**src/rtl/surf_cmd_rx.sv**
```systemverilog
// surf_cmd_rx - SURF-side receiver for the serial CMD line driven by the TURF.
//
// Frame (MSB first, one bit per clk_i):
//   start(1) | buffer number (BUF_BITS) | event ID (EVID_BITS) | parity | stop(0)
// Parity is odd over buffer + event ID + parity bit.
//
// Ports:
//   clk_i         SURF clock forwarded from the TURF; cmd_i sampled on rising edge
//   rst_i         synchronous active-high reset
//   cmd_i         serial CMD line, idles low
//   enable_i      gates evt_valid_o only; frames are always decoded
//   evt_valid_o   one-cycle strobe for a good frame
//   buf_o         buffer number of the last good frame
//   evid_o        event ID of the last good frame
//   parity_err_o  one-cycle strobe on parity failure
//   frame_err_o   one-cycle strobe when the stop bit is not low
//   busy_o        high while the receiver is outside IDLE
//   good_cnt_o    saturating good-frame counter (SURF_CMD_RX_COUNTERS_EN only)
//   err_cnt_o     saturating errored-frame counter (SURF_CMD_RX_COUNTERS_EN only)
//
// Optional feature: define SURF_CMD_RX_COUNTERS_EN to build the status
// counters; otherwise good_cnt_o and err_cnt_o are tied to zero.

module surf_cmd_rx #(
  parameter int BUF_BITS  = 2,
  parameter int EVID_BITS = 32,
  parameter int CNT_BITS  = 16
) (
  input  logic                 clk_i,
  input  logic                 rst_i,
  input  logic                 cmd_i,
  input  logic                 enable_i,
  output logic                 evt_valid_o,
  output logic [BUF_BITS-1:0]  buf_o,
  output logic [EVID_BITS-1:0] evid_o,
  output logic                 parity_err_o,
  output logic                 frame_err_o,
  output logic                 busy_o,
  output logic [CNT_BITS-1:0]  good_cnt_o,
  output logic [CNT_BITS-1:0]  err_cnt_o
);

  localparam int DATA_BITS   = BUF_BITS + EVID_BITS;
  localparam int BITCNT_BITS = $clog2(DATA_BITS + 1);
  localparam logic [BITCNT_BITS-1:0] LAST_BIT = BITCNT_BITS'(DATA_BITS - 1);

  typedef enum logic [2:0] {
    ST_IDLE      = 3'd0,
    ST_SHIFT     = 3'd1,
    ST_PARITY    = 3'd2,
    ST_STOP      = 3'd3,
    ST_WAIT_IDLE = 3'd4
  } state_t;

  // Odd parity: the XOR of data and parity bit must be one.
  function automatic logic odd_parity_ok(input logic [DATA_BITS-1:0] data,
                                         input logic                 par);
    odd_parity_ok = ((^{data, par}) == 1'b1);
  endfunction

  logic                   cmd_q_r;
  state_t                 state_r;
  state_t                 state_s;
  logic [DATA_BITS-1:0]   shift_r;
  logic [BITCNT_BITS-1:0] bit_cnt_r;
  logic                   parity_r;
  logic                   good_frame_s;
  logic                   parity_bad_s;
  logic                   stop_bad_s;
  logic                   evt_valid_r;
  logic                   parity_err_r;
  logic                   frame_err_r;
  logic                   busy_r;
  logic [BUF_BITS-1:0]    buf_r;
  logic [EVID_BITS-1:0]   evid_r;

  // Input flop (IOB); everything downstream works on cmd_q_r only.
  always_ff @(posedge clk_i) begin
    if (rst_i) begin
      cmd_q_r <= 1'b0;
    end else begin
      cmd_q_r <= cmd_i;
    end
  end

  // FSM state register.
  always_ff @(posedge clk_i) begin
    if (rst_i) begin
      state_r <= ST_IDLE;
    end else begin
      state_r <= state_s;
    end
  end

  // Next-state logic and frame evaluation in STOP.
  always_comb begin
    state_s      = state_r;
    good_frame_s = 1'b0;
    parity_bad_s = 1'b0;
    stop_bad_s   = 1'b0;
    case (state_r)
      ST_IDLE: begin
        if (cmd_q_r) state_s = ST_SHIFT;
        else         state_s = ST_IDLE;
      end
      ST_SHIFT: begin
        if (bit_cnt_r == LAST_BIT) state_s = ST_PARITY;
        else                       state_s = ST_SHIFT;
      end
      ST_PARITY: begin
        state_s = ST_STOP;
      end
      ST_STOP: begin
        stop_bad_s   = cmd_q_r;
        parity_bad_s = !odd_parity_ok(shift_r, parity_r);
        good_frame_s = !cmd_q_r && odd_parity_ok(shift_r, parity_r);
        // A high stop bit may be a stuck line: wait for it to drop before
        // accepting another start bit.
        if (cmd_q_r) state_s = ST_WAIT_IDLE;
        else         state_s = ST_IDLE;
      end
      ST_WAIT_IDLE: begin
        if (cmd_q_r) state_s = ST_WAIT_IDLE;
        else         state_s = ST_IDLE;
      end
      default: begin
        state_s = ST_IDLE;
      end
    endcase
  end

  // Deserialiser: shift register, bit counter and latched parity bit.
  always_ff @(posedge clk_i) begin
    if (rst_i) begin
      shift_r   <= {DATA_BITS{1'b0}};
      bit_cnt_r <= {BITCNT_BITS{1'b0}};
      parity_r  <= 1'b0;
    end else begin
      case (state_r)
        ST_IDLE: begin
          bit_cnt_r <= {BITCNT_BITS{1'b0}};
        end
        ST_SHIFT: begin
          shift_r   <= {shift_r[DATA_BITS-2:0], cmd_q_r};
          bit_cnt_r <= bit_cnt_r + BITCNT_BITS'(1);
        end
        ST_PARITY: begin
          parity_r <= cmd_q_r;
        end
        default: begin
          shift_r   <= shift_r;
          bit_cnt_r <= bit_cnt_r;
          parity_r  <= parity_r;
        end
      endcase
    end
  end

  // Output registers; STOP lasts one cycle so every strobe is single-cycle.
  always_ff @(posedge clk_i) begin
    if (rst_i) begin
      evt_valid_r  <= 1'b0;
      parity_err_r <= 1'b0;
      frame_err_r  <= 1'b0;
      busy_r       <= 1'b0;
      buf_r        <= {BUF_BITS{1'b0}};
      evid_r       <= {EVID_BITS{1'b0}};
    end else begin
      evt_valid_r  <= good_frame_s & enable_i;
      parity_err_r <= parity_bad_s;
      frame_err_r  <= stop_bad_s;
      busy_r       <= (state_s != ST_IDLE);
      if (good_frame_s) begin
        buf_r  <= shift_r[DATA_BITS-1 -: BUF_BITS];
        evid_r <= shift_r[EVID_BITS-1:0];
      end else begin
        buf_r  <= buf_r;
        evid_r <= evid_r;
      end
    end
  end

  assign evt_valid_o  = evt_valid_r;
  assign parity_err_o = parity_err_r;
  assign frame_err_o  = frame_err_r;
  assign busy_o       = busy_r;
  assign buf_o        = buf_r;
  assign evid_o       = evid_r;

`ifdef SURF_CMD_RX_COUNTERS_EN
  logic [CNT_BITS-1:0] good_cnt_r;
  logic [CNT_BITS-1:0] err_cnt_r;

  // Saturating status counters; an errored frame counts once even if both
  // error strobes fire.
  always_ff @(posedge clk_i) begin
    if (rst_i) begin
      good_cnt_r <= {CNT_BITS{1'b0}};
      err_cnt_r  <= {CNT_BITS{1'b0}};
    end else begin
      if (good_frame_s && (good_cnt_r != {CNT_BITS{1'b1}})) begin
        good_cnt_r <= good_cnt_r + CNT_BITS'(1);
      end else begin
        good_cnt_r <= good_cnt_r;
      end
      if ((parity_bad_s || stop_bad_s) && (err_cnt_r != {CNT_BITS{1'b1}})) begin
        err_cnt_r <= err_cnt_r + CNT_BITS'(1);
      end else begin
        err_cnt_r <= err_cnt_r;
      end
    end
  end

  assign good_cnt_o = good_cnt_r;
  assign err_cnt_o  = err_cnt_r;
`else
  assign good_cnt_o = {CNT_BITS{1'b0}};
  assign err_cnt_o  = {CNT_BITS{1'b0}};
`endif

endmodule

```
**config.mk**
```make
export PLATFORM = sky130hd
export DESIGN_NAME = surf_cmd_rx
export DESIGN_NICKNAME = d
export VERILOG_FILES = /design/src/rtl/surf_cmd_rx.sv
export SDC_FILE = /design/constraint.sdc
export NUM_CORES = 1
export LEC_CHECK = 0
export ABC_AREA = 1
export ABC_CLOCK_PERIOD_IN_PS = 1900
export CAP_MARGIN = 20
export CORE_ASPECT_RATIO = 0.6
export CORE_MARGIN = 2
export CORE_UTILIZATION = 35
export DETAILED_ROUTE_END_ITERATION = 12
export GPL_ROUTABILITY_DRIVEN = 0
export GPL_TIMING_DRIVEN = 0
export SYNTH_ARGS = -nofsm -noshare
export SYNTH_HDL_FRONTEND = slang
export SYNTH_SLANG_ARGS = --single-unit
```
**constraint.sdc**
```tcl
create_clock -name clk_i -period 1.9 [get_ports clk_i]
set_input_delay 0.38 -clock clk_i [delete_from_list [all_inputs] [get_ports clk_i]]
set_output_delay 0.38 -clock clk_i [all_outputs]
set_load 0.005 [all_outputs]
```
==> run_results.csv <==
group,metric,value,unit
run_status,run_status,"finished, violations left",
run_status,violations,"negative setup slack",
run,drv_cap,0,
timing,finalHoldViolCount,0,
die,start_util,0.362,
final_layout,area_growth,43.8,%
synthesis,synth_edf_count,0,
critical_path,start_kind,"register",
synthesis,yosysSeqAreaShare,0.402,
die,die_x,144,um
critical_path,critPathLaunch,"shift_r[28]",
place,dp_hpwl,7510,um
hold_path,holdCritStartpoint,"bit_cnt_r[3]",
grt,grt_max_degree,14,
place,place_area,4850,sq um
critical_path,reg2reg_slack,-10,ps
final_layout,fin_util,0.520,
drt,post-route-drc-count,0,
synthesis,synth_ff_type,"dfxtp_1",
synthesis,async_flop_share,0,
power,p_leak,2.55,nW
critical_path,timing.rr.start,"shift_r[28]",
clock_network,clkTransAtPathRegs,60,ps
synthesis,synth_seq_cells,83,
synthesis,avgSynthCellArea,6.75,sq um
drt,detail-route-antenna-nets,0,
power,finalPower,6.30,mW
hold_path,whs_path_depth,1,
grt,grt_pass1_vias,3695,
drt,vias,4196,
drt,wirelength,11800,um
critical_path,cp_top_family,"simple AND/OR/NAND/NOR gates",
timing,fin_crit_sh,1.01,
synthesis,synthTopCellsByCount,"nand2_1 (184), dfxtp_1 (83), a21oi_1 (73)",
grt,grt_usage,0.170,
critical_path,end_kind,"register",
clock_network,hold_buffers,0,
drt,drt-initial-drc-count,321,
critical_path,arrival,2150,ps
timing,holdWs,456,ps
timing,relSlewSlack,0.589,
die,die_h,88.1,um
timing,rsz0062_at_grt,"yes",
final_layout,fin_nets,719,
clock_network,cts_tree,"yes",
clock_network,cts_made_buffers,9,
critical_path,slowest_delay,340,ps
grt,grt-ovfl-total,0,
critical_path,critPathKind,"register to register",
synthesis,synth_top_area_cell,"dfxtp_1",
drt,routedWlPerCell,13.5,um
synthesis,postSynthCellCount,612,
die,rows,30,
critical_path,path_cells,"inv_2 > nand2_1 > nand2_2 > nand2_2 > nand2_2 > nand3_2 > nand2_2 > nand2_2 > nand3_4 > nand3_4 > nand2_8 > buf_8 > nand3_1 > nand2_1 > nor2_1",
power,vdd_drop_max,0.605,mV
timing,setup_viol,1,
final_layout,n_antenna_cell,0,
synthesis,ys_warn_count,0,
power,power.density,1060,nW/um^2
synthesis,synth_area,4130,sq um
critical_path,reg2reg_to,"evid_o[8]",
synthesis,ys_types,27,
critical_path,critPathMaxFanout,10,
clock_network,cts-root-buf,"clkbuf_16",
timing,fmax,522,MHz
die,core,11400,sq um
synthesis,synth_area_leaders,"dfxtp_1 (40%), nand2_1 (17%), a21oi_1 (8.8%)",
place,numPortBuffers,40,
critical_path,crit_required,2140,ps
grt,grt_pass1_wl,17100,um
timing,worst_slew_pin_slew,613,ps
clock_network,clk_latency,350,ps
final_layout,final_cell_area,5940,sq um
critical_path,rr_worst_depth,15,
hold_path,hold_class,"register to register",
drt,viasPerCell,4.78,
final_layout,drive_gt1_frac,0.340,
critical_path,crit_slowest_cell,"dfxtp_2",
clock_network,htree_levels,3,
clock_network,clockBufferDepth,2,
drt,drtPass1Iterations,5,
grt,antenna_found_initial,0,
timing,period_needed,1910,ps
hold_path,min_to,"bit_cnt_r[3]",
timing,fin_ws,-14.0,ps
timing,finalClockSkew,9.63,ps
critical_path,timing.critical_path.buf_inv,2,
timing,maxSlewViolCount,0,
die,num_io_pins,74,
clock_network,clock_sinks,83,
die,dieArea,12700,sq um
synthesis,yosysTopAreaCellShare,0.402,
synthesis,post-synth-top-count-cell,"nand2_1",
critical_path,crit_top_cell,"nand2_2",
metrics by stage:
stage               instances  setup TNS (ps)  setup slack (ps)
floorplan                 643               0               334
global placement          843           -23.5             -23.5
detailed placement        843            -117             -45.8
CTS                       858               0              37.7
global route              877           -2600             -94.8
finish                    877           -14.0             -14.0
cell type report:
cell class	instances	area, sq um
well taps	160	200
multi-input cells	447	2410
inverters	54	218
fillers	1111	5470
clock buffers	10	239
repair buffers	57	637
clock inverters	5	53.8
plain buffers	61	452
flip-flops and latches	83	1720
registers in the layout, indices dropped and copies added (netlist names):
signal	flops
evid_o	32
evt_valid_o	1
parity_r	1
cmd_q_r	1
parity_err_o	1
frame_err_o	1
state_r	3
buf_o	2
busy_o	1
shift_r	34
bit_cnt_r	6
what timing repair did:
item,in CTS,in global routing
cloned,0,8
setup buffers,0,11
endpoints found under the setup margin,19,37
gates resized for setup,2,199
pin swaps,0,28
power by group:
part           switching, mW  internal, mW
Sequential            0.0801          1.81
Clock                  0.708          1.04
Combinational           1.43          1.23
how the worst max path moves through the flow:
stage          cells after the start  slack, ps   endpoint
2_1_floorplan                     16        330   buf_o[0]
3_5_place_dp                       7        -50     busy_o
5_1_grt                           15        -90  evid_o[8]
3_3_place_gp                       7        -20     busy_o
4_1_cts                           17         40  evid_o[8]
6_report                          15        -10  evid_o[8]
per-layer routing:
metal	wire (um)	track usage
met5	0	0
met4	130	0.0556
met3	629	0.0459
met2	5340	0.264
met1	5710	0.232
worst reg2reg max path, delay by kind of cell (launching register included):
| family | cells | cell delay (ps) |
|---|---|---|
| flip-flops | 1 | 340 |
| AND/OR/NAND/NOR | 13 | 1250 |
| buffers and inverters | 2 | 230 |
cell families (layout without fill, tap and decap cells):
kind of cell	after synthesis	after routing	share of synthesized area
buffers and inverters	115	187	0.148
other	1	32	0.000908
XOR/XNOR	7	7	0.0148
flip-flops	83	83	0.402
AO/OA/AOI/OAI	118	118	0.147
adder cells (fa/ha/maj)	2	2	0.00606
AND/OR/NAND/NOR	286	288	0.281
cell usage in the layout, fill, tap and decap left out, types with 2 or more instances in the layout:
master / netlist / final
a211oi_1: 2 / 2
a21oi_1: 73 / 59
a21oi_2: 0 / 14
buf_2: 6 / 4
buf_4: 32 / 43
buf_8: 0 / 6
clkbuf_1: 16 / 11
clkbuf_16: 0 / 15
clkbuf_2: 0 / 5
clkdlybuf4s50_1: 0 / 40
clkinv_2: 0 / 3
conb_1: 1 / 32
dfxtp_1: 83 / 51
dfxtp_2: 0 / 23
dfxtp_4: 0 / 9
ha_1: 2 / 2
inv_1: 47 / 25
inv_2: 7 / 23
inv_4: 0 / 6
nand2_1: 184 / 132
nand2_2: 0 / 46
nand2_4: 1 / 6
nand2_8: 0 / 3
nand3_1: 47 / 19
nand3_2: 0 / 25
nand3_4: 0 / 3
nor2_1: 48 / 47
nor2_4: 0 / 3
o21ai_0: 38 / 38
o22ai_1: 2 / 2
xnor2_1: 4 / 4
xor2_1: 3 / 3
Note: power is estimated with default switching activity, not from simulation.
